**src/rtl/progmem_loader_pkg.sv**
```systemverilog
// progmem_loader_pkg: shared types for the boot-time program-memory loader.
//   state_t       - loader FSM states
//   SYNC_BYTE_DEF - default frame start marker
//   len_t         - 16-bit image length (word count)
package progmem_loader_pkg;

  typedef enum logic [2:0] {
    S_IDLE,
    S_LEN_LO,
    S_LEN_HI,
    S_DATA,
    S_CSUM,
    S_DONE,
    S_ERR
  } state_t;

  localparam logic [7:0] SYNC_BYTE_DEF = 8'hA5;

  typedef logic [15:0] len_t;

endpackage

```
**src/rtl/progmem_loader_if.sv**
```systemverilog
// progmem_loader_if: host byte stream plus program-memory write port.
//   in_data/in_valid/in_ready - byte stream, transfer on in_valid && in_ready
//   mem_we/mem_addr/mem_wdata - one-cycle word write strobe into progmem
// Modports: slave = loader side, master = host/memory side.
interface progmem_loader_if #(
  parameter int ADDR_W = 8
);
  logic [7:0]        in_data;
  logic              in_valid;
  logic              in_ready;
  logic              mem_we;
  logic [ADDR_W-1:0] mem_addr;
  logic [31:0]       mem_wdata;

  modport slave (
    input  in_data, in_valid,
    output in_ready, mem_we, mem_addr, mem_wdata
  );

  modport master (
    output in_data, in_valid,
    input  in_ready, mem_we, mem_addr, mem_wdata
  );
endinterface

```
**src/rtl/progmem_word_assembler.sv**
```systemverilog
// progmem_word_assembler: packs four bytes into a little-endian 32-bit word.
//   clk        - clock
//   clear      - synchronous clear of the byte counter and partial word
//   byte_en    - byte accepted this cycle
//   byte_in    - the byte
//   word_valid - combinational pulse on the 4th byte of a word
//   word       - assembled word, valid with word_valid (byte0 in [7:0])
module progmem_word_assembler (
  input  logic        clk,
  input  logic        clear,
  input  logic        byte_en,
  input  logic [7:0]  byte_in,
  output logic        word_valid,
  output logic [31:0] word
);

  logic [1:0]  cnt;
  // Only the first three bytes need storage; the 4th is taken straight
  // from the input when the word is presented.
  logic [23:0] sreg;

  always_ff @(posedge clk) begin
    if (clear) begin
      cnt  <= 2'd0;
      sreg <= 24'd0;
    end else if (byte_en) begin
      cnt  <= cnt + 2'd1;
      sreg <= {byte_in, sreg[23:8]};
    end
  end

  assign word_valid = byte_en && !clear && (cnt == 2'd3);
  assign word       = {byte_in, sreg};

endmodule

```
**src/rtl/progmem_loader.sv**
```systemverilog
// progmem_loader: boot-time writer for the core's instruction memory.
// Frame: SYNC_BYTE, LEN_LO, LEN_HI, N x 4 data bytes (little-endian words),
// and a trailing XOR checksum byte when PROGMEM_LOADER_CHECKSUM_EN is defined.
// Ports:
//   clk, reset  - clock, synchronous active-high reset
//   bus         - progmem_loader_if.slave: byte stream in, progmem write out
//   reload      - pulse in DONE/ERR to restart loading
//   core_reset  - holds the core in reset until the image is loaded
//   done, error - sticky status
module progmem_loader
  import progmem_loader_pkg::*;
#(
  parameter int         ADDR_W    = 8,
  parameter int         MAX_WORDS = 256,
  parameter logic [7:0] SYNC_BYTE = SYNC_BYTE_DEF
) (
  input  logic              clk,
  input  logic              reset,
  progmem_loader_if.slave   bus,
  input  logic              reload,
  output logic              core_reset,
  output logic              done,
  output logic              error
);

  state_t      state;
  logic [7:0]  len_lo;
  len_t        n_words;
  len_t        word_idx;
`ifdef PROGMEM_LOADER_CHECKSUM_EN
  logic [7:0]  csum;
`endif

  logic        accept;
  len_t        len_rx;
  logic        word_valid;
  logic [31:0] word;

  assign accept = bus.in_valid && bus.in_ready;
  assign len_rx = {bus.in_data, len_lo};

  // Counter is held clear outside DATA so every image starts word-aligned.
  progmem_word_assembler u_asm (
    .clk        (clk),
    .clear      (reset || (state != S_DATA)),
    .byte_en    (accept && (state == S_DATA)),
    .byte_in    (bus.in_data),
    .word_valid (word_valid),
    .word       (word)
  );

  always_ff @(posedge clk) begin
    if (reset) begin
      state         <= S_IDLE;
      bus.in_ready  <= 1'b1;
      bus.mem_we    <= 1'b0;
      bus.mem_addr  <= '0;
      bus.mem_wdata <= 32'd0;
      core_reset    <= 1'b1;
      done          <= 1'b0;
      error         <= 1'b0;
      len_lo        <= 8'd0;
      n_words       <= '0;
      word_idx      <= '0;
`ifdef PROGMEM_LOADER_CHECKSUM_EN
      csum          <= 8'd0;
`endif
    end else begin
      bus.mem_we <= 1'b0;
      case (state)
        S_IDLE: begin
          if (accept && (bus.in_data == SYNC_BYTE)) begin
            state <= S_LEN_LO;
`ifdef PROGMEM_LOADER_CHECKSUM_EN
            csum  <= 8'd0;
`endif
          end
        end
        S_LEN_LO: begin
          if (accept) begin
            len_lo <= bus.in_data;
            state  <= S_LEN_HI;
          end
        end
        S_LEN_HI: begin
          if (accept) begin
            n_words <= len_rx;
            // Compared wide so MAX_WORDS == 65536 still works.
            if (32'(len_rx) > 32'(MAX_WORDS)) begin
              state        <= S_ERR;
              bus.in_ready <= 1'b0;
              error        <= 1'b1;
            end else if (len_rx == 16'd0) begin
`ifdef PROGMEM_LOADER_CHECKSUM_EN
              state        <= S_CSUM;
`else
              state        <= S_DONE;
              bus.in_ready <= 1'b0;
              done         <= 1'b1;
              core_reset   <= 1'b0;
`endif
            end else begin
              state <= S_DATA;
            end
          end
        end
        S_DATA: begin
`ifdef PROGMEM_LOADER_CHECKSUM_EN
          if (accept) csum <= csum ^ bus.in_data;
`endif
          if (word_valid) begin
            bus.mem_we    <= 1'b1;
            bus.mem_addr  <= ADDR_W'(word_idx);
            bus.mem_wdata <= word;
            word_idx      <= word_idx + 16'd1;
            // Leaving DATA on the same edge as the final strobe keeps
            // core_reset asserted until that write lands.
            if (word_idx == n_words - 16'd1) begin
`ifdef PROGMEM_LOADER_CHECKSUM_EN
              state        <= S_CSUM;
`else
              state        <= S_DONE;
              bus.in_ready <= 1'b0;
              done         <= 1'b1;
              core_reset   <= 1'b0;
`endif
            end
          end
        end
`ifdef PROGMEM_LOADER_CHECKSUM_EN
        S_CSUM: begin
          if (accept) begin
            bus.in_ready <= 1'b0;
            if (bus.in_data == csum) begin
              state      <= S_DONE;
              done       <= 1'b1;
              core_reset <= 1'b0;
            end else begin
              state <= S_ERR;
              error <= 1'b1;
            end
          end
        end
`endif
        S_DONE, S_ERR: begin
          if (reload) begin
            state        <= S_IDLE;
            bus.in_ready <= 1'b1;
            done         <= 1'b0;
            error        <= 1'b0;
            core_reset   <= 1'b1;
            len_lo       <= 8'd0;
            n_words      <= '0;
            word_idx     <= '0;
          end
        end
        default: state <= S_IDLE;
      endcase
    end
  end

endmodule

```
**src/flat_wrapper.sv**
```systemverilog
// flat-port wrapper written by rule: the top's interface ports become plain ports
module progmem_loader_flat import progmem_loader_pkg::*;
#(
  parameter int         ADDR_W    = 8,
  parameter int         MAX_WORDS = 256,
  parameter logic [7:0] SYNC_BYTE = SYNC_BYTE_DEF
)
  (clk, reset, reload, core_reset, done, error, bus_in_data, bus_in_valid, bus_in_ready, bus_mem_we, bus_mem_addr, bus_mem_wdata);
  progmem_loader_if #(.ADDR_W(ADDR_W)) bus_i ();
  input  logic clk;
  input  logic reset;
  input  logic reload;
  output logic core_reset;
  output logic done;
  output logic error;
  input wire logic [$bits(bus_i.in_data)-1:0] bus_in_data;
  input wire logic [$bits(bus_i.in_valid)-1:0] bus_in_valid;
  output wire logic [$bits(bus_i.in_ready)-1:0] bus_in_ready;
  output wire logic [$bits(bus_i.mem_we)-1:0] bus_mem_we;
  output wire logic [$bits(bus_i.mem_addr)-1:0] bus_mem_addr;
  output wire logic [$bits(bus_i.mem_wdata)-1:0] bus_mem_wdata;
  assign bus_i.in_data = bus_in_data;
  assign bus_i.in_valid = bus_in_valid;
  assign bus_in_ready = bus_i.in_ready;
  assign bus_mem_we = bus_i.mem_we;
  assign bus_mem_addr = bus_i.mem_addr;
  assign bus_mem_wdata = bus_i.mem_wdata;
  progmem_loader #(.ADDR_W(ADDR_W), .MAX_WORDS(MAX_WORDS), .SYNC_BYTE(SYNC_BYTE)) u_core (.clk(clk), .reset(reset), .bus(bus_i), .reload(reload), .core_reset(core_reset), .done(done), .error(error));
endmodule
```
**config.mk**
```make
export PLATFORM = sky130hd
export DESIGN_NAME = progmem_loader_flat
export DESIGN_NICKNAME = d
export VERILOG_FILES = /design/src/rtl/progmem_loader_pkg.sv /design/src/rtl/progmem_loader_if.sv /design/src/rtl/progmem_word_assembler.sv /design/src/rtl/progmem_loader.sv /design/src/flat_wrapper.sv
export SDC_FILE = /design/constraint.sdc
export NUM_CORES = 1
export LEC_CHECK = 0
export ABC_CLOCK_PERIOD_IN_PS = 3100
export CAP_MARGIN = 5
export CORE_ASPECT_RATIO = 1.2
export CORE_UTILIZATION = 35
export CTS_CLUSTER_DIAMETER = 30
export DETAILED_ROUTE_END_ITERATION = 16
export PLACE_DENSITY = 0.6
export SKIP_LAST_GASP = 1
export SYNTH_ARGS = -nofsm -noshare
export SYNTH_HDL_FRONTEND = slang
export SYNTH_HIERARCHICAL = 1
export SYNTH_SLANG_ARGS = --single-unit
```
**constraint.sdc**
```tcl
create_clock -name clk -period 3.1 [get_ports clk]
set_clock_uncertainty 0.1 [all_clocks]
set_input_delay 0.465 -clock clk [delete_from_list [all_inputs] [get_ports clk]]
set_output_delay 0.465 -clock clk [all_outputs]
set_load 0.01 [all_outputs]
```
## Yosys cells after proc, flatten, opt, wreduce, memory -nomap -nowiden

Index checks and enable logic that the tools add are counted.

| storage, ports and cells | value |
|---|---|
| register bits | 114 |
| word-level logic and storage cells | 98 |

| operators by class | value |
|---|---|
| $add $sub $neg | 3 |
| magnitude comparators | 1 |
| equal/unequal tests | 19 |
| multiplexer cells | 38 |
| bitwise logic cells | 1 |
| reductions and logical operators | 23 |

Operators with widths:

| operator | number |
|---|---|
| case mux 16 bit (2 select lines) | 2 |
| two-way mux 16 bit | 3 |
| two-way mux 3 bit | 8 |
| two-way mux 1 bit | 17 |
| adder 16 x 1 -> 16 bit (second input constant) | 1 |
| equality test 16 bit | 1 |
| greater-than comparator 16 x 9 -> 1 bit (second input constant) | 1 |
| logical NOT 16 bit | 1 |
| two-way mux 8 bit | 2 |
| case mux 8 bit (2 select lines) | 1 |
| subtractor 16 x 1 -> 16 bit (second input constant) | 1 |
| case mux 3 bit (5 select lines) | 1 |
| AND reduction 6 bit | 2 |
| inequality test 2 x 1 -> 1 bit (second input constant) | 5 |
| case mux 1 bit (3 select lines) | 3 |
| AND reduction 3 bit | 3 |
| equality test 8 bit (second input constant) | 1 |
| inequality test 2 bit (second input constant) | 4 |
| AND reduction 7 bit | 1 |
| equality test 3 x 2 -> 1 bit (second input constant) | 2 |
| equality test 3 bit (second input constant) | 2 |
| nonzero test 2 bit | 3 |
| logical AND 1 bit | 5 |
| AND reduction 4 bit | 1 |
| 13 further kinds | 14 |

## Logic depth before layout (Yosys ltp)

| depth | value |
|---|---|
| word-level depth | 7 |
| depth in mapped cells | 14 |
| mapped depth without buffers | 10 |

## By module

The synthesis kept the hierarchy.

By module, submodules not included:

| module | instances | cells an instance | area an instance (µm²) |
|---|---|---|---|
| progmem_loader | 1 | 488 | 3,856.2 |
| progmem_word_assembler | 1 | 95 | 1,026.0 |

## Worst setup path after synthesis

OpenSTA, ideal clock, no wires.

| path | value |
|---|---|
| kind | register to register |
| start point | register u_core.state[0] |
| end point | register u_core.word_idx[15] |
| library setup time | 0.128 ns |
| arrival | 2.720 ns |
| required time | 2.872 ns |
| setup slack | 0.153 ns |
| cell stages (with the launch flop) | 14 |
| buffers on the path | 4 |
| period minus slack after synthesis | 2.947 ns |
| path through | dfxtp_1 clkbuf_1 inv_1 or3_1 buf_2 buf_2 nor2_1 and3_1 clkbuf_1 o2111ai_1 nor2_1 nand4_1 xor2_1 nor2_1 |

| between the ends | value |
|---|---|
| longest elaborated chain between the ends | 7 |
| elaborated cells between the ends (all ways) | 15 |
| those cells by class | eq/ne (6); mux (1); reduce/logical (8) |

Ends and longest elaborated chain:

| what | line | text |
|---|---|---|
| start, declared | progmem_loader.sv:26 | `state_t state;` |
| start signal, assigned | progmem_loader.sv:54 | `state <= S_IDLE;` |
| start signal, assigned | progmem_loader.sv:73 | `state <= S_LEN_LO;` |
| start signal, assigned | progmem_loader.sv:82 | `state <= S_LEN_HI;` |
| inequality test 3 x 2 -> 1 bit | progmem_loader.sv:45 | `.clear (reset \|\| (state != S_DATA)),` |
| logical OR 1 bit | progmem_loader.sv:45 |  |
| logical NOT 1 bit | progmem_word_assembler.sv:32 | `assign word_valid = byte_en && !clear && (cnt == 2'd3);` |
| logical AND 1 bit (*) (2 in series) | progmem_word_assembler.sv:32 |  |
| named net u_core.word_valid | progmem_loader.sv:36 | `logic word_valid;` |
| inequality test 2 bit (no line) (*) | n/a |  |
| AND reduction 3 bit (no line) (*) | n/a |  |
| end signal, assigned | progmem_loader.sv:115 | `word_idx <= word_idx + 16'd1;` |
| end, declared | progmem_loader.sv:29 | `len_t word_idx;` |

The timed path passes the listed nets; every way through them passes the cells marked *.
A chain may end at the register's enable or synchronous reset.

## Worst setup path in the final report

| path | value |
|---|---|
| start point | register u_core.state[0] |
| end point | register u_core.done |

| between the ends | value |
|---|---|
| longest elaborated chain between the ends | 7 |
| elaborated cells between the ends (all ways) | 20 |
| those cells by class | eq/ne (11); mux (1); reduce/logical (8) |

Ends and longest elaborated chain:

| what | line | text |
|---|---|---|
| inequality test 3 x 2 -> 1 bit | progmem_loader.sv:45 |  |
| logical OR 1 bit | progmem_loader.sv:45 |  |
| logical NOT 1 bit | progmem_word_assembler.sv:32 |  |
| logical AND 1 bit (*) (2 in series) | progmem_word_assembler.sv:32 |  |
| named net u_core.word_valid | progmem_loader.sv:36 |  |
| inequality test 2 bit (no line) (*) | n/a |  |
| AND reduction 7 bit (no line) (*) | n/a |  |
| end signal, assigned | progmem_loader.sv:60 | `done <= 1'b0;` |
| end signal, assigned | progmem_loader.sv:99 | `done <= 1'b1;` |
| end signal, assigned | progmem_loader.sv:124 | `done <= 1'b1;` |
| end, declared | progmem_loader.sv:22 | `output logic done,` |

Marked as above.

==> summary.md <==
| Metric | Value |
|---|---|
| Power Density | `647 mW/mm2` |
| Launch point of the worst path | `u_core/state[0]` |
| Post-Syn Instances | `583` |
| Final min period | `2740 ps` |
| Slew HR | `0.273` |
| Mapped cell area | `0.00488 mm2` |
| FFs w/ async S/R, synth | `0` |
| DP HPWL | `8630 um` |
| Least-Margin Pin Slew | `about 1100 ps` |
| Post-synthesis sequential area ratio | `0.467` |
| GRT Overall Usage | `0.184` |
| CP endpoint | `u_core/done` |
| Period utilization | `0.884` |
| Crit path arrival time | `2990 ps` |
| Residual DRC | `0` |
| # diodes | `0` |
| Synth Flop Type | `dfxtp_1` |
| First-pass GRT wire length | `20400 um` |
| Outcome | `finished clean` |
| Vias per inst | `slightly above 5` |
| Later-pin clock latency in the skew report | `410 ps` |
| Yosys reg bits | `114` |
| Vias in the first global route | `4085` |
| CP Launch Type | `flop` |
| Die width | `110 um` |
| Critical path class | `flop to flop` |
| Post-synth cell types | `52` |
| Clock share of power | `0.484` |
| Non-filler cells, final | `811` |
| DR vias | `between 4000 and 5000` |
| Worst VDD drop | `~0.45 mV` |
| Max clock buf depth | `2` |
| Max Cap Viol | `0` |
| Switching Share | `0.264` |
| Total CTS buffers | `17` |
| Post-CTS Hold Buffers | `0` |
| Area grow syn2layout | `25.5%` |
| CTS resizes | `0` |
| Critical Path RT | `3350 ps` |
| Setup_tns | `0 ps` |
| F_max | `365 MHz` |
| Worst-path clk slew | `around 60 ps` |
| Initial core utilization | `0.364` |
| CTS tree | `built` |
| Number of H-tree levels | `4` |
| Pre-antenna DRT Iters | `5` |
| CP max stage cell | `or4_1` |
| Crit-path max cell delay | `roughly 480 ps` |
| Row Count | `46` |
| Fin. Hold Viols | `0` |
| Post-synth EDFFs | `0` |
| Global route overflow | `0` |
| Critical-path cell list | `inv_1 -> or3_1 -> nor2_1 -> nand3_1 -> a211o_1 -> or4_1 -> o21ai_2 -> a32o_1` |
| Gate power share | `0.115` |
| # port buffers | `56` |
| Leak Pwr | `2.05 nW` |
| Worst Hold Class | `flop to flop` |
| Net Sw Power | `between 1 and 1.5 mW` |
| Reg2reg path depth | `8` |
| Drt total wl | `approximately 12000 um` |
| Synth warn | `6` |
| Top fanout value on the critical path | `8` |
| Post-CTS Setup Inserts | `0` |
| RR Startpoint | `u_core/state[0]` |
| Fin nets | `approximately 650` |
| Die extent in y | `about 130 um` |
| Top-area cell type share of the netlist area | `0.467` |
| Initial antenna violation count | `0` |
| Pre-CTS setup slack | `about 130 ps` |
| Crit path capture type | `flop` |
| Worst R2R Setup Slack | `360 ps` |
| RR Endpoint | `u_core/done` |
| Final Wtd Congestion | `about 0.8` |
| Drt wl/cell | `15.3 um` |
| Filler Cell Count | `1320` |
| Flop pwr share | `0.401` |
| Post-synth top cells | `dfxtp_1 (114), nand2_1 (109), nor2_1 (76)` |
| Worst setup margin | `360 ps` |
| Cell with the most instances after synthesis | `dfxtp_1` |
| CTS Sinks | `114` |
| Area of the core | `0.0134 mm2` |
| Area contributors post-synth | `dfxtp_1 (47%), nand2_1 (8.4%), a21oi_1 (5.8%), nor2_1 (5.8%), mux2i_1 (5.1%)` |
| Slew Viols, Final | `0` |
| Largest net degree at the start of global routing | `around 70` |
| Avg Cell Area, Syn | `8.37 um2` |
| Syn nets | `598` |
| Root Buffer | `clkbuf_16` |
| RSZ-0062 raised after global routing | `no` |
| Initial DRC count | `273` |
| Int Pwr | `between 2 and 3 mW` |
| Synth area leader | `dfxtp_1` |
| Share of cells above drive strength 1 | `0.0871` |
| # IOs | `57` |
| Antenna-violating nets left | `0` |
| Die area | `0.0144 mm2` |
| Placed cells | `just under 800` |
| Setup violators final | `0` |
==> cells by family (layout without fill, tap and decap cells) <==
kind of cell,count (synthesis),in the layout,share of synthesized area
mux,26,26,0.0536
compound gates,106,106,0.130
xor+xnor,33,33,0.0592
fa+ha+maj,3,3,0.00769
flops,114,114,0.467
buf+inv,49,109,0.0536
simple gates,252,252,0.228
==> how the worst min path moves through the flow <==
stage / from / to / cells past startpoint / slack [ps]
after floorplan: u_core/u_asm/sreg[0] / u_core/bus.mem_wdata[0] / 2 / 330
after global placement: u_core/u_asm/sreg[5] / u_core/bus.mem_wdata[5] / 2 / 350
after detailed placement: u_core/bus.mem_wdata[7] / u_core/bus.mem_wdata[7] / 2 / 350
after CTS: u_core/bus.mem_wdata[7] / u_core/bus.mem_wdata[7] / 2 / 360
after global routing: u_core/bus.mem_wdata[25] / u_core/bus.mem_wdata[25] / 2 / 380
final: u_core/bus.mem_addr[6] / u_core/bus.mem_addr[6] / 2 / 350
==> layout by cell type, fill, tap and decap left out, types with 3 or more instances in the layout <==
cell,n
o21ai_0,9
nand2_1,109
a22oi_1,16
or3_1,4
clkinvlp_4,5
clkdlybuf4s50_1,55
buf_4,17
nor3_1,5
ha_1,3
xor2_1,18
nor4_1,7
nand3_1,19
or4_1,4
mux2i_1,25
dfxtp_1,114
nand4_1,5
inv_1,4
clkbuf_16,17
nand2b_1,4
a21oi_1,57
a31oi_1,4
o211ai_1,4
and3_1,4
xnor2_1,15
nor2_1,76
inv_6,4
==> worst max-delay path: cells and delay by family, from the launching register on <==
kind                   cells  cell delay [ps]
AND/OR/NAND/NOR            4             1190
AO/OA/AOI/OAI              3              740
buffers and inverters      1              190
flip-flops                 1              470
==> routing by layer <==
| layer | track usage | part of all wire | up-vias |
|---|---|---|---|
| li1 | - | - | 2092 |
| met3 | 0.0486 | 0.041 | 9 |
| met1 | 0.239 | 0.46 | 1952 |
| met2 | 0.280 | 0.48 | 105 |
| met4 | 0.0904 | 0.011 | 0 |
| met5 | 0 | 0 | - |
==> sequential cells by signal (all words and copies together) (netlist names) <==
signal	cells
u_core/bus.in_ready	1
u_core/bus.mem_addr	8
u_core/bus.mem_wdata	32
u_core/bus.mem_we	1
u_core/core_reset	1
u_core/done	1
u_core/error	1
u_core/len_lo	8
u_core/n_words	16
u_core/state	3
u_core/u_asm/cnt	2
u_core/u_asm/sreg	24
u_core/word_idx	16
==> through the flow <==
| step | instance area [um2] | util | power (mW) | hold slack, ps |
|---|---|---|---|---|
| floorplan | 4880 | - | 1.92 | 331 |
| global placement | 5530 | 0.413 | 2.06 | 345 |
| detailed placement | 5530 | 0.413 | 2.07 | 349 |
| CTS | 6130 | 0.457 | 4.00 | 356 |
| global route | 6130 | 0.457 | 4.14 | 380 |
| finish | 6130 | 0.457 | 3.96 | 352 |
==> final cells by class <==
type / instances / area (um2) / area share
Tap cell: 168 / 210 / 0.0343
Inverter: 4 / 15.0 / 0.00245
Timing Repair Buffer: 73 / 683 / 0.111
Sequential cell: 114 / 2280 / 0.372
Clock buffer: 19 / 443 / 0.0723
Clock inverter: 13 / 150 / 0.0245
Multi-Input combinational cell: 420 / 2340 / 0.382
==> power by group through the flow <==
stage | registers [mW] | clock network [mW] | logic [mW]
final | 1.59 | 1.92 | 0.455
after global placement | 1.62 | 0 | 0.443
after CTS | 1.59 | 1.96 | 0.452
after detailed placement | 1.62 | 0 | 0.450
after global routing | 1.60 | 2.04 | 0.503
after floorplan | 1.58 | 0 | 0.339
(Power assumes the default switching activity.)
